**config.mk**
```make
export PLATFORM = sky130hd
export DESIGN_NAME = comp_serial_nb
export DESIGN_NICKNAME = d
export VERILOG_FILES = /design/src/rtl/comp_serial_nb.sv
export SDC_FILE = /design/constraint.sdc
export NUM_CORES = 1
export LEC_CHECK = 0
export BUFFER_PORTS_ARGS = -buffer_cell sky130_fd_sc_hd__buf_4
export CORE_UTILIZATION = 49
export DETAILED_ROUTE_END_ITERATION = 6
export GPL_TIMING_DRIVEN = 0
export HOLD_SLACK_MARGIN = 0.1
export PLACE_DENSITY_LB_ADDON = 0.12
export SLEW_MARGIN = 20
export SYNTH_ARGS = -nofsm -noshare
export SYNTH_HDL_FRONTEND = slang
export SYNTH_SLANG_ARGS = --single-unit
```
**constraint.sdc**
```tcl
create_clock -name clk -period 1.95 [get_ports clk]
set_clock_uncertainty 0.1 [all_clocks]
set_input_delay 0.195 -clock clk [delete_from_list [all_inputs] [get_ports clk]]
set_output_delay 0.195 -clock clk [all_outputs]
set_load 0.02 [all_outputs]
```
**src/rtl/comp_serial_nb.sv**
```systemverilog
`default_nettype none
// ============================================================================
// Module      : comp_serial_nb
// Description : Digit-serial magnitude comparator. It compares two WIDTH-bit
//               operands DIGIT bits per clock, starting with the MSB digit.
//               Latency is fixed at WIDTH/DIGIT cycles. The result is a
//               registered A>B / B>A / A==B decision, with an optional
//               two's-complement ordering.
// Revision    : 1.0 - initial release
// ============================================================================
module comp_serial_nb #(
    parameter int WIDTH  = 32,
    parameter int DIGIT  = 2,
    parameter int SIGNED = 0
) (
    input  logic             clk,
    input  logic             reset,
    input  logic             start,
    input  logic [WIDTH-1:0] A,
    input  logic [WIDTH-1:0] B,
    output logic             busy,
    output logic             done,
    output logic             A_big,
    output logic             B_big,
    output logic             equal
);

    // Number of digit steps and the counter width needed to hold 0..N.
    localparam int N  = WIDTH / DIGIT;
    localparam int CW = (N > 1) ? $clog2(N + 1) : 1;
    localparam logic [CW-1:0] LAST_CNT = CW'(N - 1);

    typedef enum logic [0:0] {
        S_IDLE = 1'b0,
        S_RUN  = 1'b1
    } state_t;

    state_t           state_q, state_d;
    logic [WIDTH-1:0] sa_q, sa_d;
    logic [WIDTH-1:0] sb_q, sb_d;
    logic [CW-1:0]    cnt_q, cnt_d;
    logic             decided_q, decided_d;
    logic             gt_q, gt_d;
    logic             lt_q, lt_d;
    logic             done_q, done_d;
    logic             a_big_q, a_big_d;
    logic             b_big_q, b_big_d;
    logic             equal_q, equal_d;

    logic [DIGIT-1:0] w_flip;
    logic [DIGIT-1:0] w_da;
    logic [DIGIT-1:0] w_db;
    logic             w_dig_gt;
    logic             w_dig_lt;
    logic             w_gt_final;
    logic             w_lt_final;
    logic             w_last_dig;

    // Digit compare of the current MSB digits. In signed mode the sign bit
    // of the first digit is inverted, which maps two's-complement order
    // onto unsigned order. Earlier decisions are sticky.
    always_comb begin
        w_flip = '0;
        if ((SIGNED != 0) && (cnt_q == '0)) begin
            w_flip[DIGIT-1] = 1'b1;
        end
        w_da       = sa_q[WIDTH-1 -: DIGIT] ^ w_flip;
        w_db       = sb_q[WIDTH-1 -: DIGIT] ^ w_flip;
        w_dig_gt   = (w_da > w_db);
        w_dig_lt   = (w_da < w_db);
        w_gt_final = decided_q ? gt_q : w_dig_gt;
        w_lt_final = decided_q ? lt_q : w_dig_lt;
        w_last_dig = (cnt_q == LAST_CNT);
    end

    // Next-state logic: operand capture in IDLE, one digit per cycle in RUN.
    // Results are published only on the last digit edge.
    always_comb begin
        state_d   = state_q;
        sa_d      = sa_q;
        sb_d      = sb_q;
        cnt_d     = cnt_q;
        decided_d = decided_q;
        gt_d      = gt_q;
        lt_d      = lt_q;
        done_d    = 1'b0;
        a_big_d   = a_big_q;
        b_big_d   = b_big_q;
        equal_d   = equal_q;

        case (state_q)
            S_IDLE: begin
                if (start) begin
                    state_d   = S_RUN;
                    sa_d      = A;
                    sb_d      = B;
                    cnt_d     = '0;
                    decided_d = 1'b0;
                    gt_d      = 1'b0;
                    lt_d      = 1'b0;
                end
            end
            S_RUN: begin
                decided_d = decided_q | w_dig_gt | w_dig_lt;
                gt_d      = w_gt_final;
                lt_d      = w_lt_final;
                sa_d      = sa_q << DIGIT;
                sb_d      = sb_q << DIGIT;
                cnt_d     = cnt_q + 1'b1;
                if (w_last_dig) begin
                    state_d = S_IDLE;
                    done_d  = 1'b1;
                    a_big_d = w_gt_final;
                    b_big_d = w_lt_final;
                    equal_d = ~(w_gt_final | w_lt_final);
                end
            end
            default: begin
                state_d = S_IDLE;
            end
        endcase
    end

    // State and datapath registers with synchronous reset.
    always_ff @(posedge clk) begin
        if (reset) begin
            state_q   <= S_IDLE;
            sa_q      <= '0;
            sb_q      <= '0;
            cnt_q     <= '0;
            decided_q <= 1'b0;
            gt_q      <= 1'b0;
            lt_q      <= 1'b0;
            done_q    <= 1'b0;
            a_big_q   <= 1'b0;
            b_big_q   <= 1'b0;
            equal_q   <= 1'b0;
        end else begin
            state_q   <= state_d;
            sa_q      <= sa_d;
            sb_q      <= sb_d;
            cnt_q     <= cnt_d;
            decided_q <= decided_d;
            gt_q      <= gt_d;
            lt_q      <= lt_d;
            done_q    <= done_d;
            a_big_q   <= a_big_d;
            b_big_q   <= b_big_d;
            equal_q   <= equal_d;
        end
    end

    assign busy  = (state_q == S_RUN);
    assign done  = done_q;
    assign A_big = a_big_q;
    assign B_big = b_big_q;
    assign equal = equal_q;

endmodule
`default_nettype wire
```
==> results of run 1 <==
## worst max-delay path: stages, from the launching register on
cell	delay, ns
dfxtp_1	0.41
ha_1	0.22
and3_1	0.17
ha_1	0.25
nand2_4	0.10
o41ai_2	0.30
## worst max path at each step
stage / to / slack [ns] / cells after the start / start
after floorplan: equal$_SDFFE_PP0P_ / 0.50 / 5 / cnt_q[0]$_SDFFE_PP0P_
after global placement: equal$_SDFFE_PP0P_ / 0.36 / 5 / cnt_q[0]$_SDFFE_PP0P_
after detailed placement: equal$_SDFFE_PP0P_ / 0.36 / 5 / cnt_q[0]$_SDFFE_PP0P_
after CTS: equal$_SDFFE_PP0P_ / 0.32 / 5 / cnt_q[0]$_SDFFE_PP0P_
after global routing: equal$_SDFFE_PP0P_ / 0.19 / 5 / cnt_q[0]$_SDFFE_PP0P_
final: equal$_SDFFE_PP0P_ / 0.31 / 5 / cnt_q[0]$_SDFFE_PP0P_
## area by class of cell
| class | instances | area (sq um) |
|---|---|---|
| Clock buffer | 10 | 128 |
| Timing Repair Buffer | 75 | 578 |
| Inverter | 5 | 18.8 |
| Multi-Input combinational cell | 298 | 1760 |
| Fill cell | 649 | 2670 |
| Sequential cell | 77 | 1540 |
| Clock inverter | 6 | 87.6 |
| Buffer | 33 | 348 |
| Tap cell | 99 | 124 |
## flip-flops by register name, indices dropped and copies added, names as in the netlist
register / cells
sa_q: 32
sb_q: 32
cnt_q: 5
A_big: 1
B_big: 1
busy: 1
decided_q: 1
done: 1
equal: 1
gt_q: 1
lt_q: 1
## stage by stage
stage | hold slack, ns | cells | instance area (sq um)
4_1_cts | 0.100 | 603 | 4590
3_3_place_gp | 0.349 | 581 | 4310
3_5_place_dp | 0.346 | 581 | 4310
2_1_floorplan | 0.290 | 413 | 3670
6_report | 0.104 | 603 | 4590
5_1_grt | 0.109 | 603 | 4590
## power by group
group	switching [W]	internal, W	leakage [nW]
Combinational	0.000287	0.000310	1.38
Sequential	0.0000492	0.00166	0.631
Clock	0.000585	0.000719	0.0985
## timing repair
item                                   in CTS  in global routing
setup buffers                               0                  0
hold buffers                                6                  0
endpoints found under the hold margin       6                  0
## cells in the final DEF (no fill, tap or decap), types with 4 or more instances in the layout
cell type and instances:
a21oi_1 67, buf_12 6, buf_4 77, buf_6 11, clkbuf_1 6, clkbuf_8 9, dfxtp_1 77, dlygate4sd3_1 6
ha_1 4, inv_1 5, mux2i_1 65, nor2_1 127, nor3_1 6, o21ai_1 4
## metal layers
| layer | track usage (%) | vias to the layer above |
|---|---|---|
| met3 | 4.48 | 6 |
| met4 | 7.77 | 0 |
| met2 | 32.3 | 74 |
| met5 | 0 | - |
| met1 | 27.7 | 1381 |
| li1 | - | 1561 |
## cells by family after synthesis
| kind of cell | Yosys count | share of synthesized area (%) |
|---|---|---|
| flip-flops | 77 | 42.0 |
| adder cells (fa/ha/maj) | 4 | 1.36 |
| buffers and inverters | 38 | 9.99 |
| AND/OR/NAND/NOR | 152 | 17.6 |
| multiplexers | 65 | 17.7 |
| AO/OA/AOI/OAI | 77 | 11.4 |
==> impl_metrics.yaml, run 1 <==
finish:
  layout-area-overhead-vs-synth_pct: 25.0
  drive_gt1_share_pct: 23.8
  fin_nets: 570
  diodes: 0
  final_core_util_pct: 63.3
cts:
  cts_buffers: 9
  clkTransAtPathRegs_ns: 0.08
  cts_max_level: 3
  cts.sinks: 77
  clk_latency_ns: 0.34
  root_buffer: "clkbuf_8"
  cts_resized: 0
  cts_buffer_depth: 2
  cts_tree: "done"
yosys:
  syn_nets: 484
  ys_seq_elements: 77
  yosys.area.top_type: "dfxtp_1"
  synth_edf_count: 0
  synth_most_common_cell: "nor2_1"
  yosys_warnings: 0
  avgSynthCellArea_sq_um: 8.89
  syn_area_sq_um: 3670
  synth_cell_type_count: 32
  synth-main-ff-cell: "dfxtp_1"
  synth_cells: 413
  synth_area_leaders: "dfxtp_1 (42%), mux2i_1 (18%), nor2_1 (13%)"
  async_reset_ff_share_pct: 0
  synthTopCellsByCount: "nor2_1 (127), dfxtp_1 (77), a21oi_1 (67), mux2i_1 (65), buf_6 (11)"
  yosys.area.top_type_share_pct: 42.0
  ys_seq_area_share_pct: 42.0
pwr:
  p_leak_nw: 2.11
  finalPower_w: 0.00361
  powerDensity_nw_per_um2: 787
  ir_drop_v: 0.000454
critical_path:
  endpoint_kind: "register"
  crit_fanout: 6
  crit_type: "reg2reg"
  startpoint_type: "register"
  required_ns: 2.10
  rrSetupSlack_ns: 0.31
  worst-endpoint-arrival_ns: 1.79
  timing.rr.start: "cnt_q[0]$_SDFFE_PP0P_"
  ff2ff_path_depth: 5
  r2r_end: "equal$_SDFFE_PP0P_"
grt:
  grt_pass1_wl_um: 12500
  overflow: 0
  grt_antenna_before_repair: 0
  grt_max_degree: 14
  grtUsageTotal_pct: 20.6
  grt_pass1_vias: 2759
sta:
  max-slew-margin-rel_pct: 65.8
  min_period_ns: 1.64
  finalHoldViolCount: 0
  maxSlewViolCount: 0
  fmax_mhz: 610
  setup_slack_ns: 0.310
  fin_crit_sh_pct: 84.1
  fin_setup_tns_ns: 0
  worst_pin_slew_ns: 0.512
  rsz0062_at_grt: "false"
  setup-violations-final: 0
floorplanning:
  die_h_um: 88.6
  pin_count: 72
  die_area_sq_um: 7840
  die_w_um: 88.6
  num_rows: 31
  initial_core_util_pct: 50.6
  core_region_area_sq_um: 7250
detailed_routing:
  drt-pass1-iter-count: 4
  wl_per_cell_um: 12.7
  routed.top_layer: "met4"
  ant_nets: 0
  num_vias: 3022
  drt_iter0_markers: 96
  wl_um: 7690
  met1Wirelength_um: 3670
  wl_met3_um: 373
  drc_errors: 0
  met2WireLength_um: 3590
  viasPerCell: 5.01
placed_design:
  dp_hpwl_um: 5360
  io_buffer_count: 69
  gp_congestion: 0.738
  dp_slack_ns: 0.355
min_path:
  hold_path_class: "in2reg"
  hold_path.startpoint: "A[24]"
  whs_endpoint: "sa_q[24]$_SDFFE_PP0P_"
  min_path_cells: 5
outcome:
  status: "complete, no violations"
job:
  maxCapViolCount: 0
(Power assumes the default switching activity.)
==> inputs of run 2 (changes only) <==
ABC_AREA = 1   (was unset)
clock period = 1.5 ns   (was 1.95 ns; I/O delays follow)
==> run 2 against run 1 <==
Net effect:
- worst setup slack worse by 0.26 ns
- utilization up 12 points
- maximum frequency up 13%
- via count up 20%
- clock power up 36%
- register-to-register slack worse by 0.26 ns
- hold slack better by 0.26 ns
- total power up 33%
- non-clock buffer count up 59
- wire length up 20%
- largest cell class is now flip-flops and latches
==> impl_metrics.yaml, run 2 <==
outcome:
  status: "complete, no violations"
finish:
  final_cell_mix: "nand2_1 (241), buf_4 (78), dfxtp_1 (75)"
  largestRegisters: "sa_q (32), sb_q (32), cnt_q (5)"
  fin_area_sq_um: 5090
  layout-area-overhead-vs-synth_pct: 47.2
  drive_gt1_share_pct: 18.7
  final_common_cell: "nand2_1"
  diodes: 0
  fin_nets: 736
  final_core_util_pct: 74.9
sta:
  worst_pin_slew_ns: 0.535
  maxSlewViolCount: 0
  fin_crit_sh_pct: 96.5
  setup-violations-final: 0
  min_period_ns: 1.45
  rsz0062_at_grt: "true"
  max-slew-margin-rel_pct: 64.4
  fmax_mhz: 691
  finalHoldViolCount: 0
cts:
  cts.sinks: 77
  clkTransAtPathRegs_ns: 0.08
  clk_latency_ns: 0.35
  root_buffer: "clkbuf_8"
  cts_buffer_depth: 2
  cts_max_level: 3
  cts_buffers: 9
  cts_tree: "done"
critical_path:
  startpoint_type: "register"
  worst-endpoint-arrival_ns: 1.62
  required_ns: 1.67
  crit_type: "reg2reg"
  endpoint_kind: "register"
  crit_fanout: 3
yosys:
  synth_most_common_cell: "nand2_1"
  yosys.area.top_type_share_pct: 44.6
  synth_edf_count: 0
  syn_area_sq_um: 3460
  synth_cell_type_count: 17
  avgSynthCellArea_sq_um: 6.70
  synth-main-ff-cell: "dfxtp_1"
  synth_cells: 516
  async_reset_ff_share_pct: 0
  ys_seq_area_share_pct: 44.6
  syn_nets: 587
  synthTopCellsByCount: "nand2_1 (245), dfxtp_1 (77), inv_1 (70), nand3_1 (34), a22oi_1 (30)"
  synth_area_leaders: "dfxtp_1 (45%), nand2_1 (27%), inv_1 (7.6%)"
  ys_seq_elements: 77
  yosys_warnings: 0
  yosys.area.top_type: "dfxtp_1"
floorplanning:
  pin_count: 72
  die_h_um: 86.0
  core_region_area_sq_um: 6790
  die_w_um: 86.0
  num_rows: 30
  die_area_sq_um: 7390
  initial_core_util_pct: 50.9
detailed_routing:
  drc_errors: 0
  viasPerCell: 4.73
  num_vias: 3623
  ant_nets: 0
  wl_per_cell_um: 12.0
  wl_um: 9190
  drt_iter0_markers: 141
  drt-pass1-iter-count: 5
job:
  maxCapViolCount: 0
min_path:
  hold_path_class: "reg2reg"
pwr:
  ir_drop_v: 0.000635
  finalPower_w: 0.00480
  powerDensity_nw_per_um2: 944
  p_leak_nw: 2.76
grt:
  grt_pass1_wl_um: 15100
  overflow: 0
  grtUsageTotal_pct: 26.2
  grt_antenna_before_repair: 0
  grt_max_degree: 13
  grt_pass1_vias: 3316
placed_design:
  io_buffer_count: 71
  placed_area_sq_um: 4110
  dp_hpwl_um: 5820
  gp_congestion: 0.816
run 2: cell count changes in the layout (fill, tap and decap cells not counted), sizes merged, moves of 8 or more:
| cell | change |
|---|---|
| a21oi | -56 |
| a22oi | +30 |
| buf | -8 |
| clkbuf | +9 |
| dlygate4sd3 | +60 |
| inv | +67 |
| mux2i | -65 |
| nand2 | +241 |
| nand3 | +32 |
| nor2 | -122 |
| nor3 | -8 |
run 2: cells by family after synthesis:
kind of cell	Yosys count	synth area share, %
AND/OR/NAND/NOR	288	32.9
adder cells (fa/ha/maj)	4	1.45
AO/OA/AOI/OAI	46	8.83
flip-flops	77	44.6
buffers and inverters	101	12.2
run 2: repair_timing:
action / in CTS / in global routing
hold buffers: 66 / 0
resized for setup: 2 / 33
setup buffers: 0 / 1
pin swaps: 0 / 0
hold endpoints to repair: 71 / 0
setup endpoints to repair: 2 / 55
run 2: worst max-delay path: stages, from the launching register on:
cell	delay, ns
dfxtp_4	0.36
ha_4	0.16
nand2_2	0.06
nor2_1	0.04
ha_1	0.25
or2_2	0.29
a21oi_1	0.11
run 2: final cells by class:
type                       instances  area (sq um)
buffer                            29           189
clock buffer                      12           155
clock inverter                     4          70.1
fill                             536          1710
inverter                          72           270
multi-input combinational        338          1540
sequential                        77          1550
tap                               96           120
timing repair buffer             138          1200
run 2: worst paths after layout:
check	start	end	slack [ns]	depth (start not counted)
worst max-delay path	cnt_q[0]$_SDFFE_PP0P_	cnt_q[4]$_SDFFE_PP0P_	0.05	6
worst min-delay path	A_big$_SDFFE_PP0P_	A_big$_SDFFE_PP0P_	0.36	2
worst max register to register	cnt_q[0]$_SDFFE_PP0P_	cnt_q[4]$_SDFFE_PP0P_	0.05	6
worst min register to register	A_big$_SDFFE_PP0P_	A_big$_SDFFE_PP0P_	0.36	2
run 2: layer usage:
layer	part of all wire, %	vias to the layer above	track usage [%]
li1	-	1878	-
met1	46	1652	32.2
met2	49	82	47.0
met3	3.7	11	3.27
met4	1.4	0	9.24
met5	0	-	0
run 2: where the power goes:
group          internal [W]  leakage [nW]  total [W]  switching, W
Clock               0.00102         0.116    0.00177      0.000744
Combinational      0.000413          2.01   0.000815      0.000402
Sequential          0.00216         0.632    0.00222     0.0000623
Total               0.00359          2.76    0.00480       0.00121
run 2: through the flow:
step / cells / TNS, ns / hold slack [ns] / setup WS, ns
2_1_floorplan: 516 / 0 / 0.156 / 0.0892
5_1_grt: 766 / -0.0559 / 0.384 / -0.0208
6_report: 766 / 0 / 0.365 / 0.0522
3_3_place_gp: 683 / 0 / 0.294 / 0.0170
3_5_place_dp: 683 / -0.0134 / 0.294 / -0.0134
4_1_cts: 765 / 0 / 0.369 / 0.00215
